### src/rtl/register_unit_param.sv
// register_unit_param: general-register file with paired address-bus views, pair increment,
// registered data/address bus drives and a sticky control-conflict flag.
module register_unit_param #(
  parameter int W         = 8,
  parameter int NREG      = 8,
  parameter int PAIR_BASE = 4,
  parameter int NPAIR     = 2
) (
  input  logic               clk,
  input  logic               reset_n,
  input  logic [NREG-1:0]    ld,
  input  logic [NREG-1:0]    sel,
  input  logic [NPAIR-1:0]   ld_pair,
  input  logic [NPAIR-1:0]   sel_pair,
  input  logic [NPAIR-1:0]   inc_pair,
  input  logic [W-1:0]       data_in,
  input  logic [2*W-1:0]     addr_in,
  input  logic               clr_err,
  output logic [W-1:0]       data_out,
  output logic               data_vld,
  output logic [2*W-1:0]     addr_out,
  output logic               addr_vld,
  output logic               conflict
);
  logic [W-1:0]   r_reg [NREG];
  logic [W-1:0]   w_nxt [NREG];
  logic [NREG-1:0] w_wc;
  logic [2*W-1:0] w_pv   [NPAIR];
  logic [2*W-1:0] w_pinc [NPAIR];
  logic [W-1:0]   w_dmux;
  logic [2*W-1:0] w_amux;
  logic           w_conf;
  genvar p, g;
  for (p = 0; p < NPAIR; p++) begin : g_pv
    assign w_pv[p]   = {r_reg[PAIR_BASE+2*p], r_reg[PAIR_BASE+2*p+1]};
    assign w_pinc[p] = w_pv[p] + (2*W)'(1);
  end
  // Per-register next value with priority ld_pair > ld > inc_pair
  for (g = 0; g < NREG; g++) begin : g_reg
    if (g >= PAIR_BASE && g < PAIR_BASE + 2*NPAIR) begin : g_pair
      localparam int P  = (g - PAIR_BASE) / 2;
      localparam bit HI = ((g - PAIR_BASE) % 2) == 0;
      logic [W-1:0] w_ldv, w_incv;
      assign w_ldv    = HI ? addr_in[2*W-1:W] : addr_in[W-1:0];
      assign w_incv   = HI ? w_pinc[P][2*W-1:W] : w_pinc[P][W-1:0];
      assign w_nxt[g] = ld_pair[P] ? w_ldv : ld[g] ? data_in : inc_pair[P] ? w_incv : r_reg[g];
      assign w_wc[g]  = (ld_pair[P] & ld[g]) | (ld_pair[P] & inc_pair[P]) | (ld[g] & inc_pair[P]);
    end else begin : g_solo
      assign w_nxt[g] = ld[g] ? data_in : r_reg[g];
      assign w_wc[g]  = 1'b0;
    end
  end
  always_comb begin
    w_dmux = '0;
    w_amux = '0;
    for (int i = 0; i < NREG; i++) w_dmux = w_dmux | (r_reg[i] & {W{sel[i]}});
    for (int i = 0; i < NPAIR; i++) w_amux = w_amux | (w_pv[i] & {(2*W){sel_pair[i]}});
  end
  assign w_conf = (|w_wc) || ($countones(sel) > 1) || ($countones(sel_pair) > 1);
  always_ff @(posedge clk or negedge reset_n) begin
    if (!reset_n) begin
      for (int i = 0; i < NREG; i++) r_reg[i] <= '0;
      data_out <= '0;
      data_vld <= 1'b0;
      addr_out <= '0;
      addr_vld <= 1'b0;
      conflict <= 1'b0;
    end else begin
      for (int i = 0; i < NREG; i++) r_reg[i] <= w_nxt[i];
      data_vld <= $onehot(sel);
      data_out <= $onehot(sel) ? w_dmux : '0;
      addr_vld <= $onehot(sel_pair);
      addr_out <= $onehot(sel_pair) ? w_amux : '0;
      conflict <= w_conf | (conflict & ~clr_err);
    end
  end
endmodule
### config.mk
export PLATFORM = sky130hd
export DESIGN_NAME = register_unit_param
export DESIGN_NICKNAME = d
export VERILOG_FILES = /design/src/rtl/register_unit_param.sv
export SDC_FILE = /design/constraint.sdc
export NUM_CORES = 1
export LEC_CHECK = 0
export ABC_AREA = 1
export CAP_MARGIN = 20
export CORE_MARGIN = 2
export CORE_UTILIZATION = 28
export DETAILED_ROUTE_END_ITERATION = 12
export GPL_TIMING_DRIVEN = 0
export PLACE_DENSITY = 0.57
export RECOVER_POWER = 25
export SYNTH_ARGS = -nofsm -noshare
export SYNTH_HDL_FRONTEND = slang
export SYNTH_SLANG_ARGS = --single-unit
### constraint.sdc
create_clock -name clk -period 1.9 [get_ports clk]
set_clock_uncertainty 0.15 [all_clocks]
set_input_delay 0.475 -clock clk [delete_from_list [all_inputs] [get_ports clk]]
set_output_delay 0.475 -clock clk [all_outputs]
set_load 0.005 [all_outputs]
# After elaboration in Yosys (flattened, before gate mapping)
# Cells that the tools add are included.
totals:
  regBits: 91
  input_bits: 49
  word_cells: 95
classes:
  magnitude_cmp: 2
  eq_ne: 2
  add_sub_neg: 18
  bitwise: 39
  n_reduce_logical: 7
  mux: 14
ops:
  columns: ["cell", "n"]
  rows:
  - ["$mux 8", 13]
  - ["$and 8x8->8", 8]
  - ["$or 8x8->8", 7]
  - ["$add 16x1->16 const B", 2]
  - ["$and 16x16->16", 2]
  - ["$add 1x1->2", 10]
  - ["$mux 16", 1]
  - ["$or 16x16->16", 1]
  - ["$add 2x2->3", 4]
  - ["$reduce_bool 3->1", 4]
  - ["$and 1x1->1", 11]
  - ["$or 1x1->1", 9]
  - ["$add 3x3->4", 2]
  - ["$eq 4x1->1 const B", 1]
  - ["$gt 4x1->1 const B", 1]
  - ["$reduce_or 4->1", 1]
  - ["$eq 2x1->1 const B", 1]
  - ["$gt 2x1->1 const B", 1]
  - ["$logic_or 1x1->1", 2]
  - ["$not 1->1", 1]

# Logic depth before layout (Yosys ltp)
depth:
  ltp_word: 9
  depth_mapped: 14
  mapped_depth_nobuf: 13

# Worst setup path after synthesis
# Ideal clock, no wire load.
synth_path:
  kind: "in2reg"
  startpoint: "input port sel[3]"
  endpoint: "register data_out[0]"
  setup_slack_ns: -1.687
  stages: 13
  required_time_ns: 1.667
  arrival_time_ns: 3.354
  cell_sequence: "clkbuf_1 inv_1 fa_1 fa_1 fa_1 inv_1 ha_1 inv_1 fa_1 o21ai_0 a21oi_1 nand2_1 a31oi_1"
synth_between:
  elab_chain_len: 7
  word_cells_on_any_way: 11
  classes_between: "3 x add/sub; 1 x eq/ne; 1 x mux; 6 x bitwise"
synth_rtl:
  columns: ["element", "line", "rtl"]
  rows:
  - ["start: declaration", "12", "input logic [NREG-1:0] sel,"]
  - ["branches (longest 6 deep; another with $add 3x3->4)", null, null]
  - ["$mux 8 (*)", "71", "data_out <= $onehot(sel) ? w_dmux : '0;"]
  - ["end signal: assignment", "71", null]
  - ["end: declaration", "19", "output logic [W-1:0] data_out,"]
# Every way passes the cells marked *.
# A chain may end at the register's enable or synchronous reset.

# Worst setup path in the final report
layout_path:
  startpoint: "input port sel[3]"
  endpoint: "register conflict"
layout_between:
  elab_chain_len: 7
layout_rtl:
  columns: ["element", "line", "rtl"]
  rows:
  - ["$add 1x1->2 (implied by the code)", "59", "assign w_conf = (|w_wc) || ($countones(sel) > 1) || ($countones(sel_pair) > 1);"]
  - ["$add 2x2->3 (implied by the code)", "59", null]
  - ["$add 3x3->4 (implied by the code)", "59", null]
  - ["$gt 4x1->1", "59", null]
  - ["$logic_or 1x1->1 (2 in a row)", "59", null]
  - ["$or 1x1->1", "74", "conflict <= w_conf | (conflict & ~clr_err);"]
  - ["end signal: assignment", "74", null]
  - ["end: declaration", "23", "output logic conflict"]
# Every way passes these cells.

==> flow_metrics.py <==
metrics = {
    "worst_hold_path": {
        "min_path_cells": 3,
        "holdPathEnd": "data_out[0]$_DFF_PN0_",
        "hold_path.class": "in2reg",
        "holdCritStartpoint": "sel[1]",
    },
    "critical_path": {
        "startpoint_type": "input pin",
        "crit_fanout": 3,
        "worst-setup-path-type": "in2reg",
        "worstSetupStartpoint": "sel[3]",
        "critPathArrivalTime_ns": 3.39,
        "cp-end-kind": "flip-flop",
        "timing.rr.start": "r_reg[17]$_DFFE_PN0P_",
        "reg2reg_depth": 10,
        "reg2reg_to": "r_reg[26]$_DFFE_PN0P_",
        "r2r_slack_ns": 0.21,
        "required_ns": 1.95,
    },
    "yosys": {
        "yosys.area.top_type_share_pct": 42.2,
        "synth_warnings": 0,
        "synth-seq-area-share_pct": 42.2,
        "synthCells": 728,
        "ys_ff_latch": 91,
        "yosysUniqueCellTypes": 34,
        "synth_area_leaders": "dfrtp_1 (42%), nand2_1 (17%), a21oi_1 (6.9%)",
        "yosysTopAreaCell": "dfrtp_1",
        "syn_nets": 787,
        "synth.avg_cell_area_um2": 7.40,
        "synth_area_um2": 5390,
    },
    "clock_tree": {
        "path_clk_slew_ns": 0.07,
        "htreeDepth": 3,
        "cts-root-buf": "clkbuf_16",
        "cts_buffers": 9,
        "cts_tree": "done",
        "clk_latency_ns": 0.36,
        "cts_sinks": 91,
        "clock_path_buffers": 2,
    },
    "timing": {
        "final_hold_viol_count": 0,
        "finalMaxSlewViolations": 0,
        "setup_violations": 14,
        "max_freq_mhz": 300,
        "finalCritPeriodShare_pct": 176,
        "rsz0062_at_grt": "yes",
        "fin_ws_ns": -1.44,
        "relSlewSlack_pct": 55.1,
        "tns_ns": -14.06,
        "hold_ws_ns": 0.344,
        "worst_pin_slew_ns": 0.673,
        "period_needed_ns": 3.34,
    },
    "power_and_ir_drop": {
        "pwr_density_cell_nw_per_um2": 906,
        "max-vdd-ir-drop_uv": 580,
        "p_leak_nw": 3.30,
        "power_mw": 6.36,
    },
    "grt": {
        "grt.overflow.total": 0,
        "gr-usage-met2_pct": 28.9,
        "grt_pass1_vias": 4931,
        "grtUsageMet1_pct": 25.5,
        "grt_usage_pct": 18.4,
        "grt_pass1_wl_um": 28000,
        "antenna_found_initial": 0,
        "top_usage_layer": "met2",
        "grt_util_met3_pct": 3.35,
        "grt_max_degree": 67,
    },
    "drt": {
        "viasPerCell": 4.89,
        "vias": 5176,
        "wl_um": 17900,
        "drc_errors": 0,
        "drtPass1Iterations": 5,
        "drt-initial-drc-count": 374,
        "drtAntennaViolNets": 0,
        "wl_per_cell_um": 16.9,
    },
    "final_layout": {
        "fin_cells": 1059,
        "post-route-cell-area_um2": 7020,
        "drive_above_1_share_pct": 12.8,
        "antenna_cells": 0,
        "areaGrowthSynthToFinish_pct": 30.3,
        "final_common_cell": "nand2_1",
        "largest_reg_flops": 64,
        "final_cell_mix": "nand2_1 (237), dfrtp_1 (91), inv_1 (77), a21oi_1 (73), clkdlybuf4s50_1 (62)",
        "layout.nets": 879,
    },
    "floorplanning": {
        "core_area_um2": 18800,
        "dieArea_um2": 20400,
        "start_util_pct": 28.7,
        "die_y_um": 143,
        "die_width_um": 143,
        "io_pins": 76,
        "placement_rows": 50,
    },
    "placement": {
        "place_congestion": 0.889,
        "dpl-instance-area_um2": 6450,
        "io_buffer_count": 71,
        "dp_hpwl_um": 13200,
        "place_inst": 1034,
    },
    "run_status": {
        "violations": "setup timing",
        "status": "finished, violations left",
    },
    "job": {
        "cap_violations": 0,
    },
}
[through the flow]
stage / worst slack [ns] / util, %
floorplan: -1.54 / -
global placement: -3.40 / 34.2
detailed placement: -2.62 / 34.4
CTS: -1.43 / 37.2
global route: -1.54 / 37.4
finish: -1.44 / 37.4
[layer usage]
layer	up-vias	wire length [um]	part of all wire, %
li1	2528	-	-
met1	2457	8230	46
met2	161	8080	45
met3	30	1090	6.1
met4	0	554	3.1
met5	-	0	0
[how the worst max path moves through the flow]
stage,to,slack (ns)
4_1_cts,data_out[7]$_DFF_PN0_,-1.43
3_5_place_dp,data_out[7]$_DFF_PN0_,-2.62
2_1_floorplan,data_out[0]$_DFF_PN0_,-1.54
5_1_grt,data_out[7]$_DFF_PN0_,-1.54
3_3_place_gp,r_reg[3]$_DFFE_PN0P_,-3.40
6_report,conflict$_DFF_PN0_,-1.44
[power by group]
part,internal (mW),leakage (nW),switching (mW)
logic,0.775,2.02,0.938
registers,2.19,1.10,0.216
clock network,1.43,0.178,0.815
total,4.39,3.30,1.97
[layout make-up]
class | count | area (um^2)
plain buffers | 29 | 171
inverters | 89 | 342
flip-flops and latches | 91 | 2280
well taps | 234 | 293
clock inverters | 7 | 148
repair buffers | 80 | 805
fillers | 1966 | 11700
clock buffers | 9 | 225
multi-input cells | 520 | 2760
[Yosys cell counts]
cell and number:
nor2_2 9, buf_6 2, xor2_1 3, o221ai_1 1, nand4_1 11, dfrtp_1 91, a21oi_1 74, clkbuf_1 18
o22ai_1 11, a31oi_1 5, a211oi_1 2, nor2_1 32, or2_4 1, nand2_1 239, inv_2 5, o211ai_1 2
o21bai_1 4, clkinv_1 1, o21ai_0 32, buf_4 1, nor2_4 1, nand3_2 2, mux2_2 18, nand2_2 4
nor2_8 2, nand3_1 31, ha_1 6, o21ai_2 1, fa_1 4, buf_2 8, xnor2_1 7, o21ai_1 12
inv_1 83, nor3_1 5
[worst max-delay path: stages]
cell	delay, ns
clkbuf_16	0.11
inv_6	0.03
fa_1	0.55
fa_1	0.44
fa_1	0.46
inv_1	0.07
ha_2	0.18
inv_2	0.04
fa_1	0.49
o21ai_2	0.06
a21oi_2	0.11
buf_6	0.15
buf_6	0.10
nand4_1	0.11
[logic make-up (layout without fill, tap and decap cells)]
kind of cell | count (synthesis) | count (layout) | synth area share (%)
flip-flops | 91 | 91 | 42.2
AO/OA/AOI/OAI | 144 | 144 | 14.3
AND/OR/NAND/NOR | 337 | 338 | 26.5
XOR/XNOR | 10 | 10 | 1.62
buffers and inverters | 118 | 214 | 8.75
multiplexers | 18 | 18 | 3.76
adder cells (fa/ha/maj) | 10 | 10 | 2.88
[timing repair]
item                       4_1_cts  5_1_grt
hold endpoints to repair        25        0
resized for setup               35       17
pin swaps                        4        4
setup buffers                    6        1
cloned                           1        0
hold buffers                     1        0
setup endpoints to repair       23       24
Note: power is estimated with default switching activity, not from simulation.
